### src/rtl/ram_arbiter.sv
// Two-port arbiter in front of a 512x32 single-port RAM (IDLE/ACCESS/ACK).
// Define RAM_ARB_ROUND_ROBIN_EN for round-robin; default is fixed priority to port 0.
module ram_arbiter #(
  parameter int WAIT_CYCLES = 1
) (
  input  logic        clock,
  input  logic        clear,
  input  logic        p0_req,
  input  logic        p1_req,
  input  logic        p0_wr,
  input  logic        p1_wr,
  input  logic [8:0]  p0_addr,
  input  logic [8:0]  p1_addr,
  input  logic [31:0] p0_wdata,
  input  logic [31:0] p1_wdata,
  output logic        p0_ack,
  output logic        p1_ack,
  output logic [31:0] p0_rdata,
  output logic [31:0] p1_rdata,
  output logic        mem_read,
  output logic        mem_write,
  output logic [8:0]  mem_addr,
  output logic [31:0] mem_wdata,
  input  logic [31:0] mem_rdata,
  output logic        busy
);

  typedef enum logic [1:0] {
    IDLE   = 2'd0,
    ACCESS = 2'd1,
    ACK    = 2'd2
  } state_t;

  localparam logic [3:0] LAST = 4'(WAIT_CYCLES - 1);

  state_t      r_state;
  state_t      w_next;
  logic [3:0]  r_cnt;
  logic        r_gnt;
  logic        r_wr;
  logic [8:0]  r_addr;
  logic [31:0] r_wdata;
  logic [31:0] r_rdata0;
  logic [31:0] r_rdata1;
  logic        w_any;
  logic        w_pick;
  logic        w_last;

  assign w_any  = p0_req | p1_req;
  assign w_last = (r_state == ACCESS) && (r_cnt == LAST);

`ifdef RAM_ARB_ROUND_ROBIN_EN
  // r_last holds the most recently granted port; reset value favours port 0
  logic r_last;

  assign w_pick = (p0_req && p1_req) ? ~r_last : p1_req;

  always_ff @(posedge clock) begin
    if (!clear) begin
      r_last <= 1'b1;
    end else if (r_state == IDLE && w_any) begin
      r_last <= w_pick;
    end
  end
`else
  assign w_pick = ~p0_req;
`endif

  always_ff @(posedge clock) begin
    if (!clear) begin
      r_state <= IDLE;
    end else begin
      r_state <= w_next;
    end
  end

  always_comb begin
    w_next = r_state;
    unique case (r_state)
      IDLE:    if (w_any) w_next = ACCESS;
      ACCESS:  if (r_cnt == LAST) w_next = ACK;
      ACK:     w_next = IDLE;
      default: w_next = IDLE;
    endcase
  end

  always_ff @(posedge clock) begin
    if (!clear) begin
      r_cnt    <= '0;
      r_gnt    <= 1'b0;
      r_wr     <= 1'b0;
      r_addr   <= '0;
      r_wdata  <= '0;
      r_rdata0 <= '0;
      r_rdata1 <= '0;
    end else begin
      if (r_state == IDLE && w_any) begin
        r_cnt   <= '0;
        r_gnt   <= w_pick;
        r_wr    <= w_pick ? p1_wr    : p0_wr;
        r_addr  <= w_pick ? p1_addr  : p0_addr;
        r_wdata <= w_pick ? p1_wdata : p0_wdata;
      end
      if (r_state == ACCESS) begin
        r_cnt <= r_cnt + 4'd1;
      end
      if (w_last && !r_wr) begin
        if (r_gnt) r_rdata1 <= mem_rdata;
        else       r_rdata0 <= mem_rdata;
      end
    end
  end

  always_comb begin
    mem_read  = 1'b0;
    mem_write = 1'b0;
    mem_addr  = '0;
    mem_wdata = '0;
    p0_ack    = 1'b0;
    p1_ack    = 1'b0;
    unique case (r_state)
      ACCESS: begin
        mem_read  = ~r_wr;
        mem_write = r_wr;
        mem_addr  = r_addr;
        mem_wdata = r_wdata;
      end
      ACK: begin
        p0_ack = ~r_gnt;
        p1_ack = r_gnt;
      end
      default: ;
    endcase
  end

  assign p0_rdata = r_rdata0;
  assign p1_rdata = r_rdata1;
  assign busy     = (r_state != IDLE);

endmodule

### config.mk
export PLATFORM = sky130hd
export DESIGN_NAME = ram_arbiter
export DESIGN_NICKNAME = d
export VERILOG_FILES = /design/src/rtl/ram_arbiter.sv
export SDC_FILE = /design/constraint.sdc
export NUM_CORES = 1
export LEC_CHECK = 0
export CAP_MARGIN = 20
export CORE_AREA = 2 2 115 117
export CTS_BUF_LIST = sky130_fd_sc_hd__clkbuf_16
export DETAILED_ROUTE_END_ITERATION = 8
export DIE_AREA = 0 0 117 119
export PLACE_DENSITY = 0.79
export SKIP_LAST_GASP = 1
export SLEW_MARGIN = 20
export SYNTH_ARGS = -nofsm -noshare
export SYNTH_HDL_FRONTEND = slang
export SYNTH_SLANG_ARGS = --single-unit
### constraint.sdc
create_clock -name clock -period 3.25 [get_ports clock]
set_clock_uncertainty 0.15 [all_clocks]
set_input_delay 0.8125 -clock clock [delete_from_list [all_inputs] [get_ports clock]]
set_output_delay 0.8125 -clock clock [all_outputs]
set_load 0.005 [all_outputs]
==> results of run 1 <==
[layer usage]
metal | GRT usage | vias to the layer above | share of wire
met5 | 0 | - | 0
met4 | 0.08456 | 0 | 0.020
met3 | 0.06209 | 25 | 0.079
met2 | 0.3504 | 200 | 0.49
met1 | 0.2189 | 2165 | 0.41
li1 | - | 2227 | -
[power by group through the flow]
stage	clock network (mW)	registers [mW]	logic, mW
final	1.86	1.57	0.710
after global routing	1.96	1.57	0.774
after CTS	1.89	1.56	0.715
after detailed placement	0	1.59	0.712
after global placement	0	1.58	0.695
after floorplan	0	1.58	0.366
[kinds of logic after synthesis]
group	share of synthesized area
AOI/OAI and AO/OA	0.1170
xor gates and xnor gates	0.001754
adders and majority gates	0.005010
buffers and inverters	0.05136
DFF	0.4530
muxes	0.2125
and+or+nand+nor	0.1594
[worst max-delay path, cell delays in order, from the launching register on]
cell and delay [ps]:
dfxtp_1 450, and2b_4 470, and2_1 220, clkdlybuf4s50_1 510
[area by class of cell]
type	count	area share
clock inverters	15	0.02121
inverters	4	0.001900
well taps	176	0.02786
repair buffers	234	0.2951
clock buffers	17	0.05382
flip-flops and latches	113	0.2862
multi-input cells	362	0.3139
[registers in the layout (all words and copies together), names as in the netlist]
signal / count
r_cnt: 4
r_wr: 1
p0_rdata: 32
r_wdata: 32
r_gnt: 1
r_addr: 9
r_state: 2
p1_rdata: 32
[worst paths after layout]
| check | from | end | slack (ps) |
|---|---|---|---|
| setup / recovery | r_state[0] | mem_addr[2] | 220 |
| hold / removal | p0_rdata[21] | p0_rdata[21] | 310 |
| setup reg to reg | r_state[0] | p1_rdata[18] | 780 |
| hold reg to reg | p0_rdata[21] | p0_rdata[21] | 310 |
[per-stage QoR]
step	util	total power, mW
floorplan	-	1.941
global placement	0.5677	2.279
detailed placement	0.5677	2.302
CTS	0.6138	4.172
global route	0.6139	4.308
finish	0.6139	4.136
[cell usage in the layout (no fill, tap or decap), types with 2 or more instances in the layout]
cell and instances:
buf_4 4, buf_2 2, clkdlybuf4s50_1 227, a21oi_1 45
nand2_1 98, nor2_4 2, clkinvlp_4 5, o211ai_1 3
inv_1 5, clkinv_2 3, bufinv_16 3, clkbuf_16 17
and2_1 42, ha_1 2, nand3_1 2, nor2_1 4
dfxtp_1 113, mux2i_1 106, a211oi_1 43, inv_6 2
[what timing repair did]
| action | 4_1_cts | 5_1_grt |
|---|---|---|
| gates resized for setup | 0 | 1 |
| hold buffers | 0 | 0 |
| setup endpoints to repair | 0 | 22 |
| endpoints found under the hold margin | 0 | 0 |
==> flow_metrics.py, run 1 <==
metrics = {
    "run_status": {
        "status": "completed",
    },
    "synth": {
        "post-synth-top-count-cell": "dfxtp_1",
        "ys_warn_count": 0,
        "synth_nets": 646,
        "netlist.area_leader.share": 0.4530,
        "synth_commonest_cells": "113 x dfxtp_1, 106 x mux2i_1, 98 x nand2_1",
        "synth_largest_area_cell": "dfxtp_1",
        "async_flop_share": 0,
        "synth-edff-count": 0,
        "syn_area_mm2": 0.004994,
        "synth_cells": 524,
        "yosysSeqAreaShare": 0.4530,
        "synth_area_leaders": "dfxtp_1 45%, mux2i_1 21%, nand2_1 7.4%, a211oi_1 6.5%, and2_1 5.3%",
        "syn_area_per_cell_um2": 9.530,
        "synth_seq_cells": 113,
        "synth_flop_cell": "dfxtp_1",
        "synth_cell_types": 33,
    },
    "global_routing": {
        "grtUsageTotal": 0.1996,
        "antenna_found_initial": 0,
        "grt_max_degree": 66,
        "grt_pass1_vias": 4715,
        "overflow": 0,
        "grt_pass1_wl_mm": 21.92,
    },
    "setup_path": {
        "cp.arrival_ps": 2070,
        "reg2reg_depth": 4,
        "endpoint_kind": "primary output",
        "worstSetupPathType": "flop to primary output",
        "cp_max_fo": 44,
        "required_ps": 2290,
        "worstSetupStartpointType": "flop",
    },
    "clock_network": {
        "htree_levels": 4,
        "cts-buffers-inserted": 17,
        "cts.sinks": 113,
        "clk_pin_slew_ps": 50,
        "clockBufferDepth": 2,
        "cts-root-buf": "clkbuf_16",
        "clkLatencyLatePin_ps": 400,
        "cts_tree": "built",
        "post_cts_buffers": 0,
    },
    "drt": {
        "drc": 0,
        "drt_iter0_markers": 226,
        "firstDrtPassIters": 4,
        "wire_per_inst_um": 15.28,
        "vias_per_cell": 5.013,
        "ant_nets": 0,
        "drt_wl_total_mm": 14.07,
        "via_count": 4617,
    },
    "power": {
        "p_per_area_mw_per_mm2": 523.3,
        "p_int_mw": 3.097,
        "pwr-share-seq": 0.378,
        "p_leak_nw": 3.383,
        "vdd_drop_max_mv": 0.3167,
        "combPwrFrac": 0.172,
        "p_sw_frac": 0.2512,
        "switchingPower_mw": 1.039,
        "p_clk_frac": 0.450,
    },
    "finish": {
        "syn2layout_area_growth_pct": 58.28,
        "antenna_cells": 0,
        "multi_input_area_mm2": 0.002481,
        "fin_area_mm2": 0.007904,
        "final_nets": 854,
        "drive_gt1_frac": 0.05906,
        "layout.cells.non_filler": 921,
        "fillers": 1063,
        "register_area_mm2": 0.002262,
    },
    "floorplan": {
        "fp.coreArea_mm2": 0.01287,
        "fp.dieW_um": 117,
        "dieArea_mm2": 0.01392,
        "pin_count": 230,
        "initial_utilization": 0.3879,
        "die_h_um": 119,
        "std_cell_rows": 42,
    },
    "worst_hold_path": {
        "hp-class": "flop to flop",
        "whs_path_depth": 2,
    },
    "sta": {
        "holdWs_ps": 308.7,
        "fin_crit_sh": 0.9324,
        "slew_headroom": 0.3337,
        "fin_ws_ps": 219.7,
        "tightest_slew_ps": 997.0,
        "clock.fmax_ghz": 0.3300,
        "timing_max_transition_violations_final": 0,
        "finalHoldViolations": 0,
        "rsz0062_at_grt": "no",
        "tns_ps": 0,
        "period_minus_slack_ps": 3030,
        "setup-violations-final": 0,
    },
    "placement": {
        "gp_congestion": 0.8107,
        "io_buffers": 229,
        "place_area_mm2": 0.007310,
        "placedCellCount": 889,
        "dp_slack_ps": 489.1,
        "place.detailed.hpwl_mm": 10.04,
    },
    "run": {
        "cap_violations": 0,
    },
}
No activity file was read; power rests on OpenSTA's default activity.
==> run 2, diff against run 1 <==
- SKIP_LAST_GASP: 1 -> unset
==> results of run 2 <==
Final layout, timing and power as in run 1 (identical DEF).
==> run 3, diff against run 2 <==
- CORE_AREA: 2 2 115 117 -> 2 2 113 115
- DIE_AREA: 0 0 117 119 -> 0 0 115 117
- PLACE_DENSITY: 0.79 -> 0.81
- clock period: 3.25 -> 3.1 ns (I/O delays scaled with it)
==> run 3 against run 2 <==
- clock-buffer cell count is the same
- via count down 3.6%
- critical path depth stayed put
- critical path type unchanged
- critical endpoint is now mem_wdata[13]
==> flow_metrics.py, run 3 (synthesis gave the netlist of run 1 again) <==
metrics = {
    "setup_path": {
        "crit_chain": "and2b_4 > and2_1 > clkdlybuf4s50_1",
        "rr_endpoint": "p1_rdata[22]",
        "cp.arrival_ps": 2040,
        "worstSetupPathType": "flop to primary output",
        "cp_slowest_cell": "and2b_4",
        "rr_startpoint": "r_state[1]",
        "required_ps": 2170,
        "endpoint_kind": "primary output",
        "worst-r2r-setup-slack_ps": 650,
        "max_stage_delay_ps": 550,
        "reg2reg_depth": 4,
        "worstSetupStartpointType": "flop",
        "cp_max_fo": 43,
    },
    "worst_hold_path": {
        "hold_end": "p1_rdata[31]",
        "whs_path_depth": 2,
        "hp-class": "flop to flop",
        "hold_path.startpoint": "p1_rdata[31]",
    },
    "sta": {
        "finalHoldViolations": 0,
        "tightest_slew_ps": 832.7,
        "setup-violations-final": 0,
        "slew_headroom": 0.4440,
        "clock.fmax_ghz": 0.3370,
        "period_minus_slack_ps": 2968,
        "timing_max_transition_violations_final": 0,
        "fin_crit_sh": 0.9573,
        "rsz0062_at_grt": "no",
        "tns_ps": 0,
        "holdWs_ps": 305.4,
        "fin_ws_ps": 132.3,
    },
    "finish": {
        "final_nets": 856,
        "layout_commonest_cell": "clkdlybuf4s50_1",
        "layout_common_cells": "227 x clkdlybuf4s50_1, 112 x dfxtp_1, 106 x mux2i_1, 98 x nand2_1, 45 x a21oi_1",
        "antenna_cells": 0,
        "layout.cells.non_filler": 895,
        "syn2layout_area_growth_pct": 58.03,
        "fin_util": 0.6410,
        "drive_gt1_frac": 0.06040,
        "fin_area_mm2": 0.007891,
    },
    "global_routing": {
        "grt_pass1_wl_mm": 21.05,
        "grt_pass1_vias": 4319,
        "grtUsageTotal": 0.1982,
        "overflow": 0,
        "grt_max_degree": 85,
        "antenna_found_initial": 0,
    },
    "floorplan": {
        "dieArea_mm2": 0.01346,
        "fp.dieW_um": 115,
        "std_cell_rows": 41,
        "pin_count": 230,
        "fp.coreArea_mm2": 0.01231,
        "initial_utilization": 0.4056,
        "die_h_um": 117,
    },
    "placement": {
        "io_buffers": 229,
        "placedCellCount": 865,
        "gp_congestion": 0.7306,
        "dp_slack_ps": 377.8,
        "place_area_mm2": 0.007292,
        "place.detailed.hpwl_mm": 9.738,
    },
    "drt": {
        "ant_nets": 0,
        "vias_per_cell": 4.974,
        "drt_iter0_markers": 283,
        "drt_wl_total_mm": 13.70,
        "drc": 0,
        "wire_per_inst_um": 15.31,
        "firstDrtPassIters": 4,
        "via_count": 4452,
    },
    "clock_network": {
        "cts-root-buf": "clkbuf_16",
        "htree_levels": 4,
        "clockBufferDepth": 2,
        "holdBufCountCts": 0,
        "clk_pin_slew_ps": 50,
        "cts_tree": "built",
        "clkLatencyLatePin_ps": 400,
        "post_cts_buffers": 0,
        "cts-buffers-inserted": 17,
        "cts.sinks": 113,
    },
    "power": {
        "p_per_area_mw_per_mm2": 550.9,
        "vdd_drop_max_mv": 0.3347,
        "power_mw": 4.348,
        "p_leak_nw": 3.406,
    },
    "run": {
        "cap_violations": 0,
    },
    "run_status": {
        "status": "completed",
    },
}
run 3: area by class of cell:
class / instances / area (um^2)
clock buffer: 17 / 425.4
clock inverter: 13 / 171.4
inverter: 4 / 15.01
multi-input combinational: 362 / 2481
tap: 150 / 187.7
timing repair buffer: 236 / 2347
fill: 954 / 4420
sequential: 113 / 2263
run 3: worst max-delay path by stage:
stage	slack, ps	start	to	depth (start not counted)
CTS	100	r_state[0]	mem_wdata[13]	3
global route	30	r_state[1]	mem_wdata[13]	3
finish	130	r_state[1]	mem_wdata[13]	3
floorplan	1030	r_state[0]	mem_addr[0]	4
detailed placement	380	r_state[0]	mem_wdata[9]	3
global placement	430	r_state[0]	mem_wdata[10]	3
run 3: what timing repair did:
| action | 4_1_cts | 5_1_grt |
|---|---|---|
| setup endpoints to repair | 42 | 1 |
| gates resized for setup | 1 | 1 |
| hold endpoints to repair | 0 | 0 |
run 3: critical path: cells and delay by family (launching register included):
| kind | cells | cell delay [ps] |
|---|---|---|
| AND/OR/NAND/NOR | 2 | 740 |
| flip-flops | 1 | 360 |
| buffers and inverters | 1 | 540 |
run 3: power breakdown:
group          leakage, nW  internal, mW  switching, mW
combinational         2.19         0.425          0.327
clock                0.293          1.32          0.634
sequential           0.925          1.57         0.0674
total                 3.41          3.32           1.03
run 3: layer usage:
metal,routed length [um],vias to the layer above,part of all wire,global-route usage
li1,-,2239,-,-
met1,5926,2028,0.43,0.2378
met2,6684,174,0.49,0.3396
met3,966,11,0.071,0.06282
met4,123,0,0.0090,0.06345
met5,0,-,0,0
